===== src/rtl/program_loader_if.sv =====
// Byte-stream and instruction-memory write signals for program_loader.
// The loader takes the slave modport; the stream source and memory take the master side.
interface program_loader_if #(
  parameter int unsigned DATA_WIDTH = 32
);
  logic                  Start;
  logic [7:0]            ByteIn;
  logic                  ByteValid;
  logic                  ByteReady;
  logic                  WriteEnable;
  logic [DATA_WIDTH-1:0] WriteAddress;
  logic [DATA_WIDTH-1:0] WriteData;
  logic                  CoreHold;
  logic                  Done;
  logic                  Overflow;
  logic                  ChecksumError;

  modport master (
    output Start,
    output ByteIn,
    output ByteValid,
    input  ByteReady,
    input  WriteEnable,
    input  WriteAddress,
    input  WriteData,
    input  CoreHold,
    input  Done,
    input  Overflow,
    input  ChecksumError
  );

  modport slave (
    input  Start,
    input  ByteIn,
    input  ByteValid,
    output ByteReady,
    output WriteEnable,
    output WriteAddress,
    output WriteData,
    output CoreHold,
    output Done,
    output Overflow,
    output ChecksumError
  );
endinterface


===== src/rtl/program_loader.sv =====
// Length-prefixed little-endian byte stream to instruction-RAM word writer; stalls the core
// while loading. Define LOADER_CHECKSUM_EN to expect and verify a 4-byte sum trailer.
module program_loader #(
  parameter int unsigned           MEMORY_DEPTH = 32,
  parameter int unsigned           DATA_WIDTH   = 32,
  parameter logic [DATA_WIDTH-1:0] BASE_ADDRESS = 32'h0040_0000
) (
  input logic             clk,
  input logic             reset,
  program_loader_if.slave bus
);

`ifdef LOADER_CHECKSUM_EN
  typedef enum logic [2:0] {
    StIdle, StHeader, StLoad, StWrite, StCheck, StDone
  } state_e;
  localparam state_e StAfterPayload = StCheck;
`else
  typedef enum logic [2:0] {
    StIdle, StHeader, StLoad, StWrite, StDone
  } state_e;
  localparam state_e StAfterPayload = StDone;
`endif

  localparam logic [DATA_WIDTH-1:0] Depth = DATA_WIDTH'(MEMORY_DEPTH);

  state_e                state_q, state_d;
  logic [1:0]            byte_idx_q, byte_idx_d;
  logic [DATA_WIDTH-1:0] word_idx_q, word_idx_d;
  logic [DATA_WIDTH-1:0] count_q, count_d;
  logic [DATA_WIDTH-1:0] shift_q, shift_d;
  logic [DATA_WIDTH-1:0] sum_q, sum_d;
  logic                  ready_q, ready_d;
  logic                  we_q, we_d;
  logic [DATA_WIDTH-1:0] waddr_q, waddr_d;
  logic [DATA_WIDTH-1:0] wdata_q, wdata_d;
  logic                  hold_q, hold_d;
  logic                  done_q, done_d;
  logic                  ovf_q, ovf_d;
  logic                  cerr_q, cerr_d;

  logic                  fire;
  logic                  last_byte;
  logic [DATA_WIDTH-1:0] assembled;
  logic [DATA_WIDTH-1:0] idx_inc;

  assign fire      = bus.ByteValid && ready_q;
  assign last_byte = fire && (byte_idx_q == 2'd3);
  // Bytes enter at the top and shift down, so the first byte ends up in bits 7:0.
  assign assembled = {bus.ByteIn, shift_q[DATA_WIDTH-1:8]};
  assign idx_inc   = word_idx_q + DATA_WIDTH'(1);

  always_comb begin
    state_d    = state_q;
    byte_idx_d = byte_idx_q;
    word_idx_d = word_idx_q;
    count_d    = count_q;
    shift_d    = shift_q;
    sum_d      = sum_q;
    we_d       = 1'b0;
    waddr_d    = waddr_q;
    wdata_d    = wdata_q;
    ovf_d      = ovf_q;
    cerr_d     = cerr_q;

    if (fire) begin
      shift_d    = assembled;
      byte_idx_d = byte_idx_q + 2'd1;
    end

    case (state_q)
      StIdle, StDone: begin
        if (bus.Start) begin
          ovf_d      = 1'b0;
          cerr_d     = 1'b0;
          byte_idx_d = 2'd0;
          word_idx_d = '0;
          sum_d      = '0;
          state_d    = StHeader;
        end
      end
      StHeader: begin
        if (last_byte) begin
          count_d = assembled;
          if (assembled > Depth) ovf_d = 1'b1;
          state_d = (assembled == '0) ? StAfterPayload : StLoad;
        end
      end
      StLoad: begin
        if (last_byte) begin
          // Words past the memory depth are still consumed, just never strobed.
          we_d    = (word_idx_q < Depth);
          waddr_d = BASE_ADDRESS + (word_idx_q << 2);
          wdata_d = assembled;
          state_d = StWrite;
        end
      end
      StWrite: begin
        sum_d      = sum_q + wdata_q;
        word_idx_d = idx_inc;
        state_d    = (idx_inc == count_q) ? StAfterPayload : StLoad;
      end
`ifdef LOADER_CHECKSUM_EN
      StCheck: begin
        if (last_byte) begin
          if (assembled != sum_q) cerr_d = 1'b1;
          state_d = StDone;
        end
      end
`endif
      default: state_d = StIdle;
    endcase

    // Status outputs are registered copies of what the next state implies.
    ready_d = (state_d == StHeader) || (state_d == StLoad)
`ifdef LOADER_CHECKSUM_EN
              || (state_d == StCheck)
`endif
              ;
    hold_d  = (state_d != StIdle) && (state_d != StDone);
    done_d  = (state_d == StDone);
  end

  always_ff @(posedge clk or posedge reset) begin
    if (reset) begin
      state_q    <= StIdle;
      byte_idx_q <= 2'd0;
      word_idx_q <= '0;
      count_q    <= '0;
      shift_q    <= '0;
      sum_q      <= '0;
      ready_q    <= 1'b0;
      we_q       <= 1'b0;
      waddr_q    <= '0;
      wdata_q    <= '0;
      hold_q     <= 1'b0;
      done_q     <= 1'b0;
      ovf_q      <= 1'b0;
      cerr_q     <= 1'b0;
    end else begin
      state_q    <= state_d;
      byte_idx_q <= byte_idx_d;
      word_idx_q <= word_idx_d;
      count_q    <= count_d;
      shift_q    <= shift_d;
      sum_q      <= sum_d;
      ready_q    <= ready_d;
      we_q       <= we_d;
      waddr_q    <= waddr_d;
      wdata_q    <= wdata_d;
      hold_q     <= hold_d;
      done_q     <= done_d;
      ovf_q      <= ovf_d;
      cerr_q     <= cerr_d;
    end
  end

  assign bus.ByteReady     = ready_q;
  assign bus.WriteEnable   = we_q;
  assign bus.WriteAddress  = waddr_q;
  assign bus.WriteData     = wdata_q;
  assign bus.CoreHold      = hold_q;
  assign bus.Done          = done_q;
  assign bus.Overflow      = ovf_q;
  assign bus.ChecksumError = cerr_q;

endmodule


===== src/flat_wrapper.sv =====
// flat-port wrapper written by rule: the top's interface ports become plain ports
module program_loader_flat 
#(
  parameter int unsigned           MEMORY_DEPTH = 32,
  parameter int unsigned           DATA_WIDTH   = 32,
  parameter logic [DATA_WIDTH-1:0] BASE_ADDRESS = 32'h0040_0000
)
  (clk, reset, bus_Start, bus_ByteIn, bus_ByteValid, bus_ByteReady, bus_WriteEnable, bus_WriteAddress, bus_WriteData, bus_CoreHold, bus_Done, bus_Overflow, bus_ChecksumError);
  program_loader_if #(.DATA_WIDTH(DATA_WIDTH)) bus_i ();
  input logic clk;
  input logic reset;
  input wire logic [$bits(bus_i.Start)-1:0] bus_Start;
  input wire logic [$bits(bus_i.ByteIn)-1:0] bus_ByteIn;
  input wire logic [$bits(bus_i.ByteValid)-1:0] bus_ByteValid;
  output wire logic [$bits(bus_i.ByteReady)-1:0] bus_ByteReady;
  output wire logic [$bits(bus_i.WriteEnable)-1:0] bus_WriteEnable;
  output wire logic [$bits(bus_i.WriteAddress)-1:0] bus_WriteAddress;
  output wire logic [$bits(bus_i.WriteData)-1:0] bus_WriteData;
  output wire logic [$bits(bus_i.CoreHold)-1:0] bus_CoreHold;
  output wire logic [$bits(bus_i.Done)-1:0] bus_Done;
  output wire logic [$bits(bus_i.Overflow)-1:0] bus_Overflow;
  output wire logic [$bits(bus_i.ChecksumError)-1:0] bus_ChecksumError;
  assign bus_i.Start = bus_Start;
  assign bus_i.ByteIn = bus_ByteIn;
  assign bus_i.ByteValid = bus_ByteValid;
  assign bus_ByteReady = bus_i.ByteReady;
  assign bus_WriteEnable = bus_i.WriteEnable;
  assign bus_WriteAddress = bus_i.WriteAddress;
  assign bus_WriteData = bus_i.WriteData;
  assign bus_CoreHold = bus_i.CoreHold;
  assign bus_Done = bus_i.Done;
  assign bus_Overflow = bus_i.Overflow;
  assign bus_ChecksumError = bus_i.ChecksumError;
  program_loader #(.MEMORY_DEPTH(MEMORY_DEPTH), .DATA_WIDTH(DATA_WIDTH), .BASE_ADDRESS(BASE_ADDRESS)) u_core (.clk(clk), .reset(reset), .bus(bus_i));
endmodule

===== config.mk =====
export PLATFORM = sky130hd
export DESIGN_NAME = program_loader_flat
export DESIGN_NICKNAME = d
export VERILOG_FILES = /design/src/rtl/program_loader_if.sv /design/src/rtl/program_loader.sv /design/src/flat_wrapper.sv
export SDC_FILE = /design/constraint.sdc
export NUM_CORES = 1
export LEC_CHECK = 0
export CORE_UTILIZATION = 35
export CTS_BUF_LIST = sky130_fd_sc_hd__clkbuf_2 sky130_fd_sc_hd__clkbuf_4 sky130_fd_sc_hd__clkbuf_8
export DETAILED_ROUTE_END_ITERATION = 10
export PLACE_DENSITY = 0.63
export SLEW_MARGIN = 20
export SYNTH_ARGS = -nofsm -noshare
export SYNTH_HDL_FRONTEND = slang
export SYNTH_SLANG_ARGS = --single-unit
export TNS_END_PERCENT = 5

===== constraint.sdc =====
create_clock -name clk -period 13.8 [get_ports clk]
set_clock_uncertainty 0.05 [all_clocks]
set_input_delay 2.07 -clock clk [delete_from_list [all_inputs] [get_ports clk]]
set_output_delay 2.07 -clock clk [all_outputs]
set_load 0.02 [all_outputs]

### Word level (Yosys, flattened, before mapping)

Index checks and enable logic that the tools add are counted.

* $add $sub $neg: 3
* $lt $le $gt $ge: 2
* equality and inequality tests: 13
* mux-type cells: 17
* reduce and logical (&&, ||, !) cells: 14

Operators by type and width (count)
* $pmux 32 s2: 1
* $add 23x32->32 const A: 1
* $add 32x1->32 const B: 1
* $eq 32x32->1: 1
* $gt 32x6->1 const B: 1
* $logic_not 32->1: 1
* $lt 32x6->1 const B: 1
* $mux 32: 1
* $mux 3: 5
* $pmux 3 s4: 1
* $eq 3x2->1 const B: 3
* $eq 3x1->1 const B: 2
* $eq 3x3->1 const B: 2
* $mux 2: 3
* $reduce_and 2->1: 3
* $mux 1: 5
* $ne 2x1->1 const B: 2
* $reduce_and 4->1: 1
* $reduce_bool 2->1: 2
* $logic_and 1x1->1: 3
* $logic_not 3->1: 1
* $ne 3x3->1 const B: 1
* $reduce_bool 3->1: 1
* $add 2x1->2 const B: 1
* other kinds (5): 5

* register bits: 170
* input port bits: 12
* output and inout bits: 70

### Longest topological paths before layout

* depth in word-level cells: 6
* mapped depth: 11
* depth with buffers taken out: 9

### Least setup slack after synthesis

No wires, ideal clock.

* kind: input port to flip-flop
* from: in bus_ByteValid
* to: reg u_core.count_q[28]
* library setup time: 0.125 ns
* data arrival time: 3.739 ns
* slack: 9.886 ns
* stages: 5
* buffers on the path: 1
* path through: nand3_1 -> or3b_2 -> nor2_1 -> clkbuf_1 -> mux2_2

* word-level cells in the longest chain between the ends: 3

Ends and longest elaborated chain
* from (decl): RTL line flat_wrapper.sv:14 `input wire logic [$bits(bus_i.ByteValid)-1:0] bus_ByteValid;`
* $logic_and 1x1->1: RTL line program_loader.sv:47 `assign fire = bus.ByteValid && ready_q;`
* $logic_and 1x1->1: RTL line program_loader.sv:48 `assign last_byte = fire && (byte_idx_q == 2'd3);`
* $reduce_and 2->1 (no line)
* to (signal assigned): RTL line program_loader.sv:144 `count_q <= count_d;`
* to (decl): RTL line program_loader.sv:30 `logic [DATA_WIDTH-1:0] count_q, count_d;`

No other way between the ends.
A chain may end at the register's enable or synchronous reset.

### Final worst setup path

* from: in bus_ByteValid
* to: reg u_core.ready_q, in the netlist u_core.bus.ByteReady

* word-level cells in the longest chain between the ends: 6
* elaborated cells on any way between the ends: 8

Ends and longest elaborated chain
* $logic_and 1x1->1 *: RTL line program_loader.sv:47
* $logic_and 1x1->1 *: RTL line program_loader.sv:48
* $mux 3, on equally long branches: RTL line program_loader.sv:90, program_loader.sv:83
* $pmux 3 s4 *: RTL line program_loader.sv:71 `case (state_q)`
* $eq 3x1->1 / $eq 3x2->1 (equally long branches): RTL line program_loader.sv:115 `ready_d = (state_d == StHeader) || (state_d == StLoad)`
* $logic_or 1x1->1 *: RTL line program_loader.sv:115
* net u_core.ready_d: RTL line program_loader.sv:33 `logic ready_q, ready_d;`
* to (signal assigned): RTL line program_loader.sv:147 `ready_q <= ready_d;`
* to (decl): RTL line program_loader.sv:33

The timed path passes the listed nets; every way through them passes the cells marked *.

==> parameters.txt <==
Parameter                              Value

Logic synthesis
  Most frequent cells after synthesis ... dfrtp_1, mux2_2, nand2_1, o21ai_0, nor2_1
  Cell count after synthesis ... 687
  Synth unique cells ... 50
  Top flip-flop cell by instance count after synthesis ... dfrtp_1
  Cell taking the most area after synthesis ... dfrtp_1
  Count of warnings emitted by yosys ... 0
  Synth Register Bits ... 160
  Leading cell types by total area after synthesis ... dfrtp_1, mux2_2, xnor2_1
  Most used standard cell by instance count after synthesis ... dfrtp_1
  Async set-reset flop share out of synthesis ... 100%
  Share of Yosys cell area claimed by the top area cell type ... 51.9%
  Compound-gate portion of the synthesized area ... 7.59%
  Adder-cell area share of the yosys netlist ... 0.811%
  Post-Syn Area per Cell ... 11.2 sq um
  Main combinational cell family by area after synthesis ... multiplexers
  Number of flops mapped to enable cells by yosys ... 0
  Sequential cell area fraction in the yosys report ... 51.9%
  Xor-xnor portion of the synthesized cell area ... 7.27%
  Post-synthesis simple-gate area fraction ... 13.1%
  Netlist area before placement ... 0.00771 sq mm
  Multiplexer share of the synthesized area ... 16.1%

Critical path
  Crit end category ... flop
  Worst endpoint data arrival time ... 4.18 ns
  FF-to-FF Start ... u_core.word_idx_q[7]
  Launching element of the worst setup path ... bus_ByteValid
  Crit path kind ... in -> reg
  Crit Path Max Fanout ... 35
  CP Data Required Time ... 14.15 ns
  Depth of the most critical reg-to-reg path ... 8
  Critical path startpoint category ... primary input

Final layout
  Antenna diode count ... 0
  Number of nets in the finished design ... 758
  Share of cells above drive strength 1 ... 21.2%
  Final cell count without fillers ... 1029
  Synthesis-to-finish area growth ... 17.5%
  Number of filler instances in the final layout ... 2019

STA
  Number of setup violations in the final report ... 0
  Number of hold-slack violations in the final timing report ... 0
  Worst relative slew slack ... 35.2%
  Minimum period implied by the final worst setup slack ... 3.83 ns
  Peak Freq ... 261 MHz
  Count of final max-slew check failures ... 0
  Sum of negative setup slack ... 0 ns
  Worst Tran Pin Value ... 0.973 ns
  Final worst-path cycle share ... 27.8%
  RSZ-0062 raised after global routing ... false

Run
  Maxcap violations ... 0

CTS
  Number of buffers added to fix hold violations after cts ... 0
  Root Buffer ... clkbuf_8
  Clock tree sinks ... 160
  Clock transition at the registers of the reported paths ... 0.09 ns
  Clock latency on the worst-skew pair ... 0.47 ns
  TritonCTS buffer count ... 17
  H-Tree Depth ... 4
  Clock Path Buffers ... 2
  Clock tree from TritonCTS ... done
  Count of buffers added by post-CTS timing repair for setup ... 0
  Cts repair resizes ... 0

Placement
  Placer congestion estimate ... 0.850
  Port Buffer Count ... 78
  Cell count after placement ... 997
  Half-perimeter wire length after detailed placement ... 12000 um

Floorplan
  Total number of placement rows ... 53
  Die Y ... 150 um
  Initial Util ... 36.2%
  Total Die Area ... 0.0226 sq mm
  Placeable core region ... 0.0213 sq mm
  Die Wd ... 150 um
  Top-Level Pins ... 82

Global route
  Number of antenna violations at the first check in global routing ... 0
  Overflow left after global routing ... 0
  Number of global-route vias before repair ... 5135
  Wire length of the first global-routing pass ... 29100 um
  Largest net degree at the start of global routing ... 86
  Total track usage ... 16.7%

Power and ir drop
  Highest ir drop seen on vdd ... 0.119 mV
  Leakage ... 3.84 nW
  Power per cell area ... 203 mW/mm^2

Hold path
  Worst min path class ... reg -> reg
  Startpoint of the most critical hold path ... u_core.bus.WriteAddress[29]
  Worst Hold Path Cells ... 2

Route
  First-pass detailed-route iteration total ... 5
  Detailed Route WL ... 17700 um
  DR vias ... 5405
  Post-detailed-route count of antenna-violating nets ... 0
  Number of violations reported at the end of detailed-routing iteration 0 ... 449
  Wirelength per Cell ... 17.2 um
  Post-detailed-route DRC marker count ... 0
  Vias/cell ... 5.25

Status
  Status ... complete, no violations
## critical path, cell delays in order
cell and delay [ns]:
clkdlybuf4s50_1 0.52, nand3_1 0.14, or3b_2 0.51, nor2_2 0.09
buf_4 0.38, a21oi_1 0.17, nand2_1 0.10, nand2_1 0.05
a21oi_1 0.15
## layer usage
metal	up-vias	global-route usage (%)	part of all wire [%]
li1	2559	-	-
met2	169	23.8	44
met1	2655	24.7	48
met4	0	5.71	1.9
met3	22	3.94	5.9
met5	-	0	0
## layout make-up
type	instances	area (sq um)	share of cell area [%]
Sequential cell	160	4000	44.2
Multi-Input combinational cell	475	3470	38.3
Timing Repair Buffer	83	818	9.03
Tap cell	275	344	3.80
Clock buffer	17	234	2.58
Clock inverter	15	171	1.89
Inverter	4	20.0	0.221
## report_power, final
| part | leakage, nW | internal [mW] | switching, mW |
|---|---|---|---|
| sequential | 2.05 | 0.617 | 0.189 |
| combinational | 1.58 | 0.348 | 0.326 |
| clock | 0.204 | 0.167 | 0.193 |
## final timing paths
path | end | slack, ns
max | u_core.bus.ByteReady | 9.97
min | u_core.bus.WriteAddress[29] | 0.44
max reg2reg | u_core.bus.CoreHold | 10.22
min reg2reg | u_core.bus.WriteAddress[29] | 0.44
max in group asynchronous | u_core.shift_q[20] | 10.16
min in group asynchronous | u_core.word_idx_q[6] | 2.07
## flip-flops by register name, indices dropped and copies added, names as in the netlist
signal and cells:
u_core.count_q 32, u_core.bus.CoreHold 1, u_core.bus.WriteAddress 30, u_core.bus.Overflow 1, u_core.bus.WriteData 32, u_core.bus.Done 1, u_core.bus.WriteEnable 1, u_core.shift_q 24
u_core.byte_idx_q 2, u_core.bus.ByteReady 1, u_core.state_q 3, u_core.word_idx_q 32
## cell families (layout without fill, tap and decap cells)
group,count (synthesis),count (layout)
flip-flops,160,160
buffers and inverters,54,119
multiplexers,110,110
AND/OR/NAND/NOR,194,194
adder cells (fa/ha/maj),5,5
XOR/XNOR,64,64
other,1,3
AO/OA/AOI/OAI,99,99
## placed cells by master (no fill, tap or decap), types with 8 or more instances in the layout
cell type / n
a21oi_1: 10
a31oi_1: 8
and4_1: 8
clkbuf_8: 17
clkdlybuf4s50_1: 78
dfrtp_1: 160
mux2_2: 110
nand2_1: 55
nand3_1: 17
nand4_1: 13
nor2_1: 49
nor4_1: 13
o21ai_0: 51
o31ai_1: 10
xnor2_1: 42
xor2_1: 22
## through the flow
stage	instance area (sq um)	setup slack (ns)	total power [mW]	hold slack, ns	utilization [%]
after global placement	8660	9.47	1.48	0.415	40.7
final	9060	9.97	1.84	0.435	42.6
after CTS	9060	10.00	1.86	0.444	42.6
after floorplan	7720	7.36	1.21	0.443	-
after global routing	9060	9.79	1.96	0.459	42.6
after detailed placement	8660	9.48	1.49	0.423	40.7
No activity file was read; power rests on OpenSTA's default activity.
